### src/rtl/os_fold_xor_acc.sv
// os_fold_xor_acc: three-operand fold-XOR, framed XOR accumulator.
// Optional even-parity output y_par enabled by OS_FOLD_PARITY_EN.
module os_fold_xor_acc #(
   parameter int WIDTH     = 31,
   parameter int SHIFT     = 16,
   parameter int FRAME_LEN = 1
) (
   input  logic             clk,
   input  logic             rst_n,
   input  logic             in_valid,
   output logic             in_ready,
   input  logic [WIDTH-1:0] z0,
   input  logic [WIDTH-1:0] z1,
   input  logic [WIDTH-1:0] z2,
   output logic             y_valid,
   input  logic             y_ready,
   output logic [WIDTH-1:0] y
`ifdef OS_FOLD_PARITY_EN
   ,
   output logic             y_par
`endif
);

   localparam int CW = (FRAME_LEN > 1) ? $clog2(FRAME_LEN) : 1;
   localparam logic [CW-1:0] LAST = CW'(FRAME_LEN - 1);

   logic [WIDTH-1:0] f;
   logic [WIDTH-1:0] f_reg;
   logic [WIDTH-1:0] acc;
   logic [WIDTH-1:0] y_next;
   logic [CW-1:0]    cnt;
   logic             f_vld;
   logic             last;
   logic             b_ready;
   logic             consume;
   logic             accept;

   assign f = z0 ^ z1 ^ z2 ^ (z0 >> SHIFT) ^ (z2 << SHIFT);

   assign last     = (cnt == LAST);
   assign b_ready  = !last || !y_valid || y_ready;
   assign consume  = f_vld && b_ready;
   assign in_ready = !f_vld || b_ready;
   assign accept   = in_valid && in_ready;
   assign y_next   = (FRAME_LEN == 1) ? f_reg : (acc ^ f_reg);

   // Stage A: capture the folded beat, drop it once stage B takes it
   always_ff @(posedge clk) begin
      if (!rst_n) begin
         f_reg <= '0;
         f_vld <= 1'b0;
      end else if (accept) begin
         f_reg <= f;
         f_vld <= 1'b1;
      end else if (consume) begin
         f_vld <= 1'b0;
      end
   end

   // Stage B: accumulate folded words and count beats within the frame
   always_ff @(posedge clk) begin
      if (!rst_n) begin
         acc <= '0;
         cnt <= '0;
      end else if (consume) begin
         if (last) begin
            cnt <= '0;
         end else begin
            cnt <= cnt + CW'(1);
            acc <= (cnt == '0) ? f_reg : (acc ^ f_reg);
         end
      end
   end

   // Output register: load on frame completion, hold under backpressure
   always_ff @(posedge clk) begin
      if (!rst_n) begin
         y       <= '0;
         y_valid <= 1'b0;
      end else if (consume && last) begin
         y       <= y_next;
         y_valid <= 1'b1;
      end else if (y_ready) begin
         y_valid <= 1'b0;
      end
   end

`ifdef OS_FOLD_PARITY_EN
   // Parity of the word loaded into y, registered alongside it
   always_ff @(posedge clk) begin
      if (!rst_n) begin
         y_par <= 1'b0;
      end else if (consume && last) begin
         y_par <= ^y_next;
      end
   end
`endif

endmodule

### config.mk
export PLATFORM = sky130hd
export DESIGN_NAME = os_fold_xor_acc
export DESIGN_NICKNAME = d
export VERILOG_FILES = /design/src/rtl/os_fold_xor_acc.sv
export SDC_FILE = /design/constraint.sdc
export NUM_CORES = 1
export LEC_CHECK = 0
export CORE_AREA = 5 5 96 98
export CTS_BUF_LIST = sky130_fd_sc_hd__clkbuf_4 sky130_fd_sc_hd__clkbuf_8
export DETAILED_ROUTE_END_ITERATION = 8
export DIE_AREA = 0 0 101 103
export MAX_ROUTING_LAYER = met4
export PLACE_DENSITY_LB_ADDON = 0.25
export SETUP_SLACK_MARGIN = 0.3
export SYNTH_ARGS = -nofsm -noshare
export SYNTH_HDL_FRONTEND = slang
export SYNTH_SLANG_ARGS = --single-unit
### constraint.sdc
create_clock -name clk -period 1.5 [get_ports clk]
set_input_delay 0.3 -clock clk [delete_from_list [all_inputs] [get_ports clk]]
set_output_delay 0.3 -clock clk [all_outputs]
set_load 0.005 [all_outputs]
Word level (Yosys, flattened, before mapping)
Cells that the tools add are included.
{ "totals": {"in_bits": 97, "regBits": 65, "output_inout_bits": 33} }
{ "classes": {"n_addsub": 1, "bitwise_logic": 5, "n_reduce_logical": 10, "muxes": 5} }
{ "ops": {"columns": ["op", "count"], "rows": [
  ["31-bit bitwise XOR", 3],
  ["31-bit by 15-bit bitwise XOR with 31-bit output", 1],
  ["1-bit two-way mux", 5],
  ["2-bit nonzero test", 2],
  ["1-bit logical AND", 3],
  ["1-bit logical OR", 3],
  ["1-bit logical NOT", 2],
  ["1-bit adder, second input constant", 1],
  ["1-bit NOT", 1]
]} }

Longest topological paths before layout
Gate-level depths: netlist of the first run.
{ "depth": {"word_depth": 6, "depth_mapped": 5, "depth_no_buf": 3} }

Worst setup path before layout of the first run
Ideal clock, no wire load.
{ "synth_path": {"path_kind": "register to register", "startpoint": "reg y_valid", "endpoint": "reg f_reg[10]", "path_stages_with_launch": 5, "setup_slack_ns": 0.387, "arrival_time_ns": 0.967, "path_cell_list": "dfxtp_1 and2b_4 a21oi_4 buf_6 a211oi_2"} }
{ "synth_between": {"elab_chain_cells": 5} }
{ "synth_lines": {"columns": ["element", "line_no", "source"], "rows": [
  ["start: declaration", "15", "output logic y_valid,"],
  ["start signal: assignment", "79", "y_valid <= 1'b0;"],
  ["start signal: assignment", "82", "y_valid <= 1'b1;"],
  ["start signal: assignment", "84", "y_valid <= 1'b0;"],
  ["1-bit logical NOT", "41", "assign b_ready = !last || !y_valid || y_ready;"],
  ["1-bit logical OR (2 in a row)", "41", null],
  ["1-bit logical OR", "43", "assign in_ready = !f_vld || b_ready;"],
  ["1-bit logical AND", "44", "assign accept = in_valid && in_ready;"],
  ["end signal: assignment", "50", "f_reg <= '0;"],
  ["end signal: assignment", "53", "f_reg <= f;"],
  ["end: declaration", "28", "logic [WIDTH-1:0] f_reg;"]
]} }
No other way between the ends.
A chain may end at the register's enable or synchronous reset.

Final worst setup path of the first run
{ "layout_path": {"startpoint": "reg y_valid", "endpoint": "out in_ready"} }
{ "layout_between": {"elab_chain_cells": 4} }
{ "layout_lines": {"columns": ["element", "line_no", "source"], "rows": [
  ["1-bit logical NOT", "41", null],
  ["1-bit logical OR (2 in a row)", "41", null],
  ["1-bit logical OR", "43", null],
  ["end: declaration", "11", "output logic in_ready,"]
]} }
No other way between the ends.

==> results of run 1 <==
[layout by cell type (no fill, tap or decap), types with 3 or more instances in the layout]
| master | count |
|---|---|
| clkdlybuf4s50_1 | 94 |
| xnor2_1 | 75 |
| a21oi_1 | 63 |
| dfxtp_1 | 39 |
| nand3_1 | 32 |
| a211oi_2 | 29 |
| o21ai_0 | 24 |
| dfxtp_2 | 24 |
| clkdlybuf4s15_1 | 14 |
| buf_2 | 10 |
| clkbuf_8 | 9 |
| o21ai_1 | 7 |
| buf_6 | 6 |
| buf_4 | 6 |
| clkinv_2 | 5 |
| clkdlybuf4s15_2 | 5 |
| buf_12 | 5 |
| clkbuf_2 | 3 |
[layout make-up]
class	count	area (sq um)	area share, %
inverters	3	16.3	0.339
multi-input cells	239	1750	36.3
flip-flops and latches	64	1320	27.4
repair buffers	145	1440	29.9
clock inverters	5	25.0	0.521
clock buffers	10	131	2.73
well taps	108	135	2.81
[through the flow]
step           std cells  cell area [sq um]  hold WS (ns)  TNS (ns)  total power (W)
3_5_place_dp         559               4640         0.457     -8.32          0.00297
6_report             574               4800         0.381         0          0.00414
4_1_cts              574               4820         0.460         0          0.00420
3_3_place_gp         559               4640         0.449     -7.61          0.00296
2_1_floorplan        334               3180         0.443         0          0.00250
5_1_grt              574               4800         0.384         0          0.00435
[repair_timing]
action / CTS / global route
gates cloned: 0 / 0
hold buffers: 0 / 0
setup endpoints to repair: 95 / 78
endpoints found under the hold margin: 0 / 0
gates resized for setup: 110 / 29
pin swaps: 0 / 0
[worst max-delay path, stage by stage (launching register included)]
cell and delay [ns]:
dfxtp_4 0.37, nand3b_4 0.09, buf_6 0.13
[where the power goes]
part | switching, W | internal (W) | leakage [nW]
Combinational | 0.000437 | 0.000595 | 1.05
Clock | 0.000625 | 0.000593 | 0.0889
Sequential | 0.0000637 | 0.00182 | 0.538
[worst min-delay path by stage]
stage                          from    end  slack, ns  depth (start not counted)
after detailed placement   f_reg[9]   y[9]       0.46                          2
after CTS                  f_reg[9]   y[9]       0.46                          2
after global routing       in_valid  f_vld       0.38                          3
after global placement    f_reg[30]  y[30]       0.45                          2
final                      in_valid  f_vld       0.38                          3
after floorplan           f_reg[10]  y[10]       0.44                          2
[synth_stat cells (all sizes together)]
master,n,area share (%)
xnor2,76,21
a21oi,64,10
dfxtp,64,40
nand3,32,5.0
o21ai,31,4.9
a211oi,30,12
buf,15,3.2
clkbuf,13,1.6
inv,3,0.35
and2b,1,0.31
nand2,1,0.12
nand2b,1,0.20
nand3b,1,0.63
o22ai,1,0.20
xor2,1,0.28
[metal layers]
layer,up-vias,share of wire [%]
met4,0,2.0
met1,1329,41
li1,1435,-
met2,80,52
met3,14,5.4
met5,-,0
[cells by family (layout without fill, tap and decap cells)]
kind of cell | after synthesis | in the layout | share of synthesized area (%)
buf+inv | 31 | 163 | 5.15
xor+xnor | 77 | 77 | 21.2
simple gates | 36 | 36 | 6.29
flops | 64 | 64 | 40.3
compound gates | 126 | 126 | 27.1
==> qor.yml, run 1 <==
run_status:
  status: "complete, no violations"
synth:
  synth_cells: 334
  synthesis.area_sq_mm: 0.00318
  synth_fp_nets: 431
  synth_seq_area_share_pct: 40.3
  ys_seq_elements: 64
  ys_types: 22
  avgSynthCellArea_sq_um: 9.53
  yosys_warnings: 0
global_routing:
  grt_util_all_layers_pct: 17.0
  grt_pass1_wl_um: 13500
  grt_use_met2_pct: 29.6
  grt.overflow.total: 0
  antenna_found_initial: 0
  grt_max_degree: 33
  use_met1_pct: 18.5
  top_usage_layer: "met2"
  grt_pass1_vias: 2861
  use_met3_pct: 3.86
cts:
  h-tree-depth: 3
  cts_buffer_depth: 2
  cts.sinks: 64
  tritoncts: "yes"
  worstSkewPairLatency_ns: 0.33
  cts_buffers: 9
  cts_setup_buffers: 0
  cts-root-buf: "clkbuf_8"
  clk_pin_slew_worst_paths_ns: 0.07
place:
  globalplace.congestion: 0.730
  dp.final_hpwl_um: 6210
  port_buffers: 129
  post-place-ws_ns: -0.259
setup_path:
  start_kind: "flip-flop"
  r2r_slack_ns: 0.32
  crit_end: "in_ready"
  arrival_ns: 0.92
  rr_endpoint: "f_reg[4]"
  end_kind: "primary output"
  r2r_cells: 4
  worstPathMaxFanout: 4
  rr_startpoint: "y_valid"
  crit_type: "reg2out"
  required_ns: 1.20
  crit_path_start: "y_valid"
sta:
  finClkSkew_ns: 0.00404
  report.final.slew_viol_count: 0
  hold_viol: 0
  finalCritPeriodShare_pct: 81.5
  fin_crit_ns: 1.22
  layout_setup_ws_ns: 0.278
  rsz0062_at_grt: "true"
  setup_viol: 0
  worst_slew_pin_slew_ns: 0.292
  fmax_mhz: 818
  maxSlewHeadroom_pct: 80.4
routing:
  drc: 0
  dr.pass1.iters: 4
  via_count: 2858
  routed_wl_um: 8410
  antenna_left: 0
  first_iter_violations: 103
  wl_per_cell_um: 14.7
  viasPerCell: 4.98
finish:
  drive_gt1_share_pct: 23.6
  area_delta_synth_final_pct: 50.9
  diodes: 0
  fillCellCount: 782
  nets: 559
  final_util_pct: 57.3
floorplanning:
  core_sq_mm: 0.00838
  rows: 34
  pin_count: 130
  die_y_um: 103
  die_area_sq_mm: 0.0104
  start_util_pct: 38.0
  die_width_um: 101
worst_hold_path:
  hold_class: "in2reg"
power_and_ir_drop:
  p_per_area_mw_per_mm2: 861
  leakage_nw: 1.68
  vdd_drop_max_uv: 429
job:
  max_cap_viol_count: 0
Power figures use the tool's default switching activity.
==> run 2: changes to the inputs <==
- clock period: 1.5 -> 1.1 ns (I/O delays scaled with it)
==> run 2 against run 1 <==
  * The flow now finishes with violations (setup timing)
  * Via count rose by 4.3%
  * Clock skew grew 0.0033 ns
  * First-iteration DRC count is 22% higher
  * Wire length rose by 15%
  * Critical path depth grew 3
  * Critical endpoint is now f_reg[5]
  * Largest power group unchanged
==> qor.yml, run 2 (synthesized netlist as in run 1, its figures left out) <==
cts:
  cts_buffer_depth: 2
  cts_buffers: 9
  clk_pin_slew_worst_paths_ns: 0.07
  tritoncts: "yes"
  worstSkewPairLatency_ns: 0.32
  cts-root-buf: "clkbuf_8"
  h-tree-depth: 3
  holdBufCountCts: 0
  cts.sinks: 64
finish:
  layout.cells.non_filler: 589
  area_delta_synth_final_pct: 68.2
  mostFrequentLayoutCell: "clkdlybuf4s50_1"
  drive_gt1_share_pct: 36.8
  nets: 573
  final_util_pct: 63.9
  final_cell_mix: "clkdlybuf4s50_1, xnor2_1, a21oi_1"
  diodes: 0
setup_path:
  arrival_ns: 1.43
  crit_top_cell: "buf_12"
  crit_path_start: "y_valid"
  rr_startpoint: "y_valid"
  crit_path_max_incr_delay_ns: 0.38
  crit_type: "reg2reg"
  worstPathMaxFanout: 10
  end_kind: "flip-flop"
  required_ns: 1.34
  start_kind: "flip-flop"
  cpMaxStageDelayCell: "dfxtp_4"
  critPathBufInv: 2
  path_cells: "and2b_4 > a21oi_4 > buf_12 > buf_12 > a211oi_2"
  cp_top_family: "flip-flops"
routing:
  via_count: 2980
  dr.pass1.iters: 5
  antenna_left: 0
  viasPerCell: 5.06
  routed_wl_um: 9680
  wl_per_cell_um: 16.4
  drc: 0
  first_iter_violations: 126
run_status:
  status: "finished, violations left"
  violations: "setup timing"
power_and_ir_drop:
  vdd_drop_max_uv: 701
  p_per_area_mw_per_mm2: 1200
  p_seq_share_pct: 40.4
  leakage_nw: 1.90
  p_int_w: 0.00474
  switchingPower_w: 0.00169
  power_frac_comb_pct: 24.9
  switching_share_pct: 26.3
  clkPwrFrac_pct: 34.7
sta:
  rsz0062_at_grt: "true"
  worst_slew_pin_slew_ns: 0.321
  report.final.slew_viol_count: 0
  setup_viol: 58
  whs_ns: 0.462
  hold_viol: 0
  layout_setup_ws_ns: -0.0905
  finalCritPeriodShare_pct: 108
  fin_crit_ns: 1.19
  fmax_mhz: 840
  finClkSkew_ns: 0.00733
  maxSlewHeadroom_pct: 78.5
floorplanning:
  start_util_pct: 38.0
  die_area_sq_mm: 0.0104
  die_y_um: 103
  die_width_um: 101
  rows: 34
  core_sq_mm: 0.00838
  pin_count: 130
global_routing:
  grt_max_degree: 33
  grt.overflow.total: 0
  grt_pass1_vias: 2947
  antenna_found_initial: 0
  grt_util_all_layers_pct: 17.9
  grt_pass1_wl_um: 14300
worst_hold_path:
  hold_class: "reg2reg"
  holdCritStartpoint: "f_reg[14]"
place:
  dp.final_hpwl_um: 6290
  post-place-ws_ns: -0.539
  place_inst: 560
  port_buffers: 129
  globalplace.congestion: 0.776
job:
  max_cap_viol_count: 0
-- run 2: changes by cell type in the layout (fill, tap and decap cells not counted), sizes merged --
cell           previous run  this run
buf                      27        59
bufbuf                    0         1
bufinv                    0         2
clkdlybuf4s15            19         0
clkinv                    5         3
clkinvlp                  0         1
dlygate4sd2               1         2
dlymetal6s2s              1         0
-- run 2: path summary, 6_finish.rpt --
path	endpoint	slack, ns	cells past startpoint
setup / recovery	f_reg[5]	-0.09	5
hold / removal	y[14]	0.46	2
setup reg to reg	f_reg[5]	-0.09	5
hold reg to reg	y[14]	0.46	2
-- run 2: per-stage QoR --
| stage | area [sq um] | setup TNS, ns | power (W) |
|---|---|---|---|
| after global placement | 4670 | -27.00 | 0.00406 |
| after global routing | 5350 | -5.29 | 0.00670 |
| after CTS | 5070 | -2.27 | 0.00637 |
| final | 5350 | -2.90 | 0.00644 |
| after detailed placement | 4670 | -28.43 | 0.00408 |
| after floorplan | 3200 | 0 | 0.00342 |
-- run 2: power groups by stage --
stage	clock [W]	sequential, W	combinational [W]
2_1_floorplan	0	0.00260	0.000813
3_3_place_gp	0	0.00262	0.00144
3_5_place_dp	0	0.00262	0.00145
4_1_cts	0.00226	0.00258	0.00153
5_1_grt	0.00237	0.00262	0.00171
6_report	0.00224	0.00260	0.00160
-- run 2: repair_timing --
item	CTS	global route
pin swaps	2	8
setup buffers	4	3
resized for setup	208	38
endpoints found under the setup margin	97	97
endpoints found under the hold margin	0	0
gates cloned	3	3
-- run 2: layout make-up --
cell class | instances | area (sq um)
clock buffer | 10 | 138
clock inverter | 6 | 82.6
fill | 695 | 3030
inverter | 3 | 21.3
multi-input combinational | 239 | 1910
sequential | 64 | 1330
tap | 108 | 135
timing repair buffer | 159 | 1740
-- run 2: worst min-delay path, cell delays in order, from the launching register on --
cell and delay (ns):
dfxtp_1 0.31, nand3_1 0.06, a21oi_1 0.05
-- run 2: per-layer routing --
| metal | track usage, % | wire, um |
|---|---|---|
| met4 | 5.21 | 43 |
| met1 | 21.7 | 4090 |
| met2 | 29.9 | 4950 |
| met3 | 3.86 | 602 |
| met5 | - | 0 |
==> run 3: changes to the inputs <==
- SKIP_LAST_GASP: unset -> 1
==> run 3 against run 2 <==
  * The run still ends with setup timing left
  * Hold slack hardly changed
  * Via count is 0.97% higher
  * First-iteration DRC count is 0.79% higher
==> qor.yml, run 3 (synthesized netlist as in run 1, its figures left out) <==
run_status:
  status: "finished, violations left"
  violations: "setup timing"
routing:
  viasPerCell: 5.10
  via_count: 3009
  first_iter_violations: 127
  drc: 0
  route.met2.wl_um: 4830
  wl_per_cell_um: 16.3
  dr.pass1.iters: 4
  highest_layer: "met4"
  antenna_left: 0
  routed_wl_um: 9620
  wl_met3_um: 594
  wl_met1_um: 4110
setup_path:
  crit_type: "reg2reg"
  required_ns: 1.32
  r2r_cells: 5
  start_kind: "flip-flop"
  cpMaxStageDelayCell: "dfxtp_4"
  worstPathMaxFanout: 4
  rr_startpoint: "y_valid"
  arrival_ns: 1.40
  r2r_slack_ns: -0.08
  crit_path_max_incr_delay_ns: 0.37
  rr_endpoint: "f_reg[21]"
  path_cells: "and2b_4 > a21oi_4 > buf_6 > clkbuf_16 > a211oi_2"
  end_kind: "flip-flop"
finish:
  nets: 574
  drive_gt1_share_pct: 35.5
  final_cell_mix: "clkdlybuf4s50_1, xnor2_1, a21oi_1"
  mostFrequentLayoutCell: "clkdlybuf4s50_1"
  diodes: 0
  area_delta_synth_final_pct: 67.7
  fillCellCount: 698
floorplanning:
  pin_count: 130
  die_y_um: 103
  core_sq_mm: 0.00838
  start_util_pct: 38.0
  die_width_um: 101
  die_area_sq_mm: 0.0104
  rows: 34
global_routing:
  antenna_found_initial: 0
  grt_util_all_layers_pct: 17.8
  grt.overflow.total: 0
  grt_max_degree: 33
  grt_pass1_vias: 2940
  grt_pass1_wl_um: 14100
power_and_ir_drop:
  switchingPower_w: 0.00169
  p_int_w: 0.00474
  leakage_nw: 1.90
  clkPwrFrac_pct: 34.8
  vdd_drop_max_uv: 707
  p_seq_share_pct: 40.4
  p_total_w: 0.00643
  switching_share_pct: 26.3
  power_frac_comb_pct: 24.8
  p_per_area_mw_per_mm2: 1210
cts:
  cts-root-buf: "clkbuf_8"
  h-tree-depth: 3
  cts.sinks: 64
  clk_pin_slew_worst_paths_ns: 0.07
  tritoncts: "yes"
  worstSkewPairLatency_ns: 0.33
  cts_buffer_depth: 2
  cts_buffers: 9
  holdBufCountCts: 0
sta:
  maxSlewHeadroom_pct: 78.9
  fin_crit_ns: 1.18
  hold_viol: 0
  fmax_mhz: 845
  finClkSkew_ns: 0.00669
  layout_setup_ws_ns: -0.0834
  report.final.slew_viol_count: 0
  finalCritPeriodShare_pct: 108
  rsz0062_at_grt: "true"
  setup_viol: 61
  worst_slew_pin_slew_ns: 0.314
place:
  globalplace.congestion: 0.776
  port_buffers: 129
  post-place-ws_ns: -0.539
  dp.final_hpwl_um: 6290
job:
  max_cap_viol_count: 0
worst_hold_path:
  hold_class: "reg2reg"
  holdCritStartpoint: "y[5]"
  holdPathEnd: "y[5]"
  hold-path-cell-count: 2
run 3: repair_timing:
| action | CTS | global route |
|---|---|---|
| pin swaps | 2 | 8 |
| gates resized for setup | 199 | 41 |
| endpoints found under the setup margin | 97 | 97 |
| setup buffers | 4 | 4 |
| gates cloned | 3 | 3 |
run 3: layer usage:
layer	up-vias	global-route usage [%]
li1	1473	-
met1	1438	21.6
met2	91	29.4
met3	7	4.26
met4	0	5.73
met5	-	-
run 3: critical path, delay by kind of cell, from the launching register on:
| family | cells | cell delay [ns] |
|---|---|---|
| flip-flops | 1 | 0.37 |
| AO/OA/AOI/OAI | 2 | 0.21 |
| buffers and inverters | 2 | 0.30 |
| AND/OR/NAND/NOR | 1 | 0.18 |
run 3: final cells by class:
| cell class | count | area (sq um) | area share (%) |
|---|---|---|---|
| clock buffer | 10 | 138 | 2.58 |
| clock inverter | 6 | 82.6 | 1.55 |
| inverter | 3 | 21.3 | 0.398 |
| multi-input combinational | 239 | 1890 | 35.3 |
| sequential | 64 | 1330 | 24.9 |
| tap | 108 | 135 | 2.53 |
| timing repair buffer | 160 | 1750 | 32.7 |
run 3: through the flow:
stage	hold slack (ns)	area (sq um)	setup TNS, ns	utilization (%)	instances
after floorplan	0.377	3200	0	-	334
after global placement	0.453	4670	-27.00	55.7	560
after detailed placement	0.457	4670	-28.43	55.7	560
after CTS	0.464	5020	-2.27	60.0	583
after global routing	0.474	5340	-5.37	63.7	590
final	0.462	5340	-2.85	63.7	590
run 3: worst max path at each step:
| stage | from | end | slack [ns] |
|---|---|---|---|
| after global routing | y_valid | f_reg[9] | -0.12 |
| after floorplan | y_valid | f_reg[10] | 0.04 |
| final | y_valid | f_reg[21] | -0.08 |
| after global placement | y_ready | in_ready | -0.52 |
| after CTS | y_valid | f_reg[11] | -0.08 |
| after detailed placement | y_ready | f_reg[30] | -0.54 |
run 3: power by group through the flow:
stage	clock [W]	sequential (W)	combinational, W
floorplan	0	0.00260	0.000813
global placement	0	0.00262	0.00144
detailed placement	0	0.00262	0.00145
CTS	0.00226	0.00258	0.00152
global route	0.00239	0.00262	0.00171
finish	0.00224	0.00260	0.00160
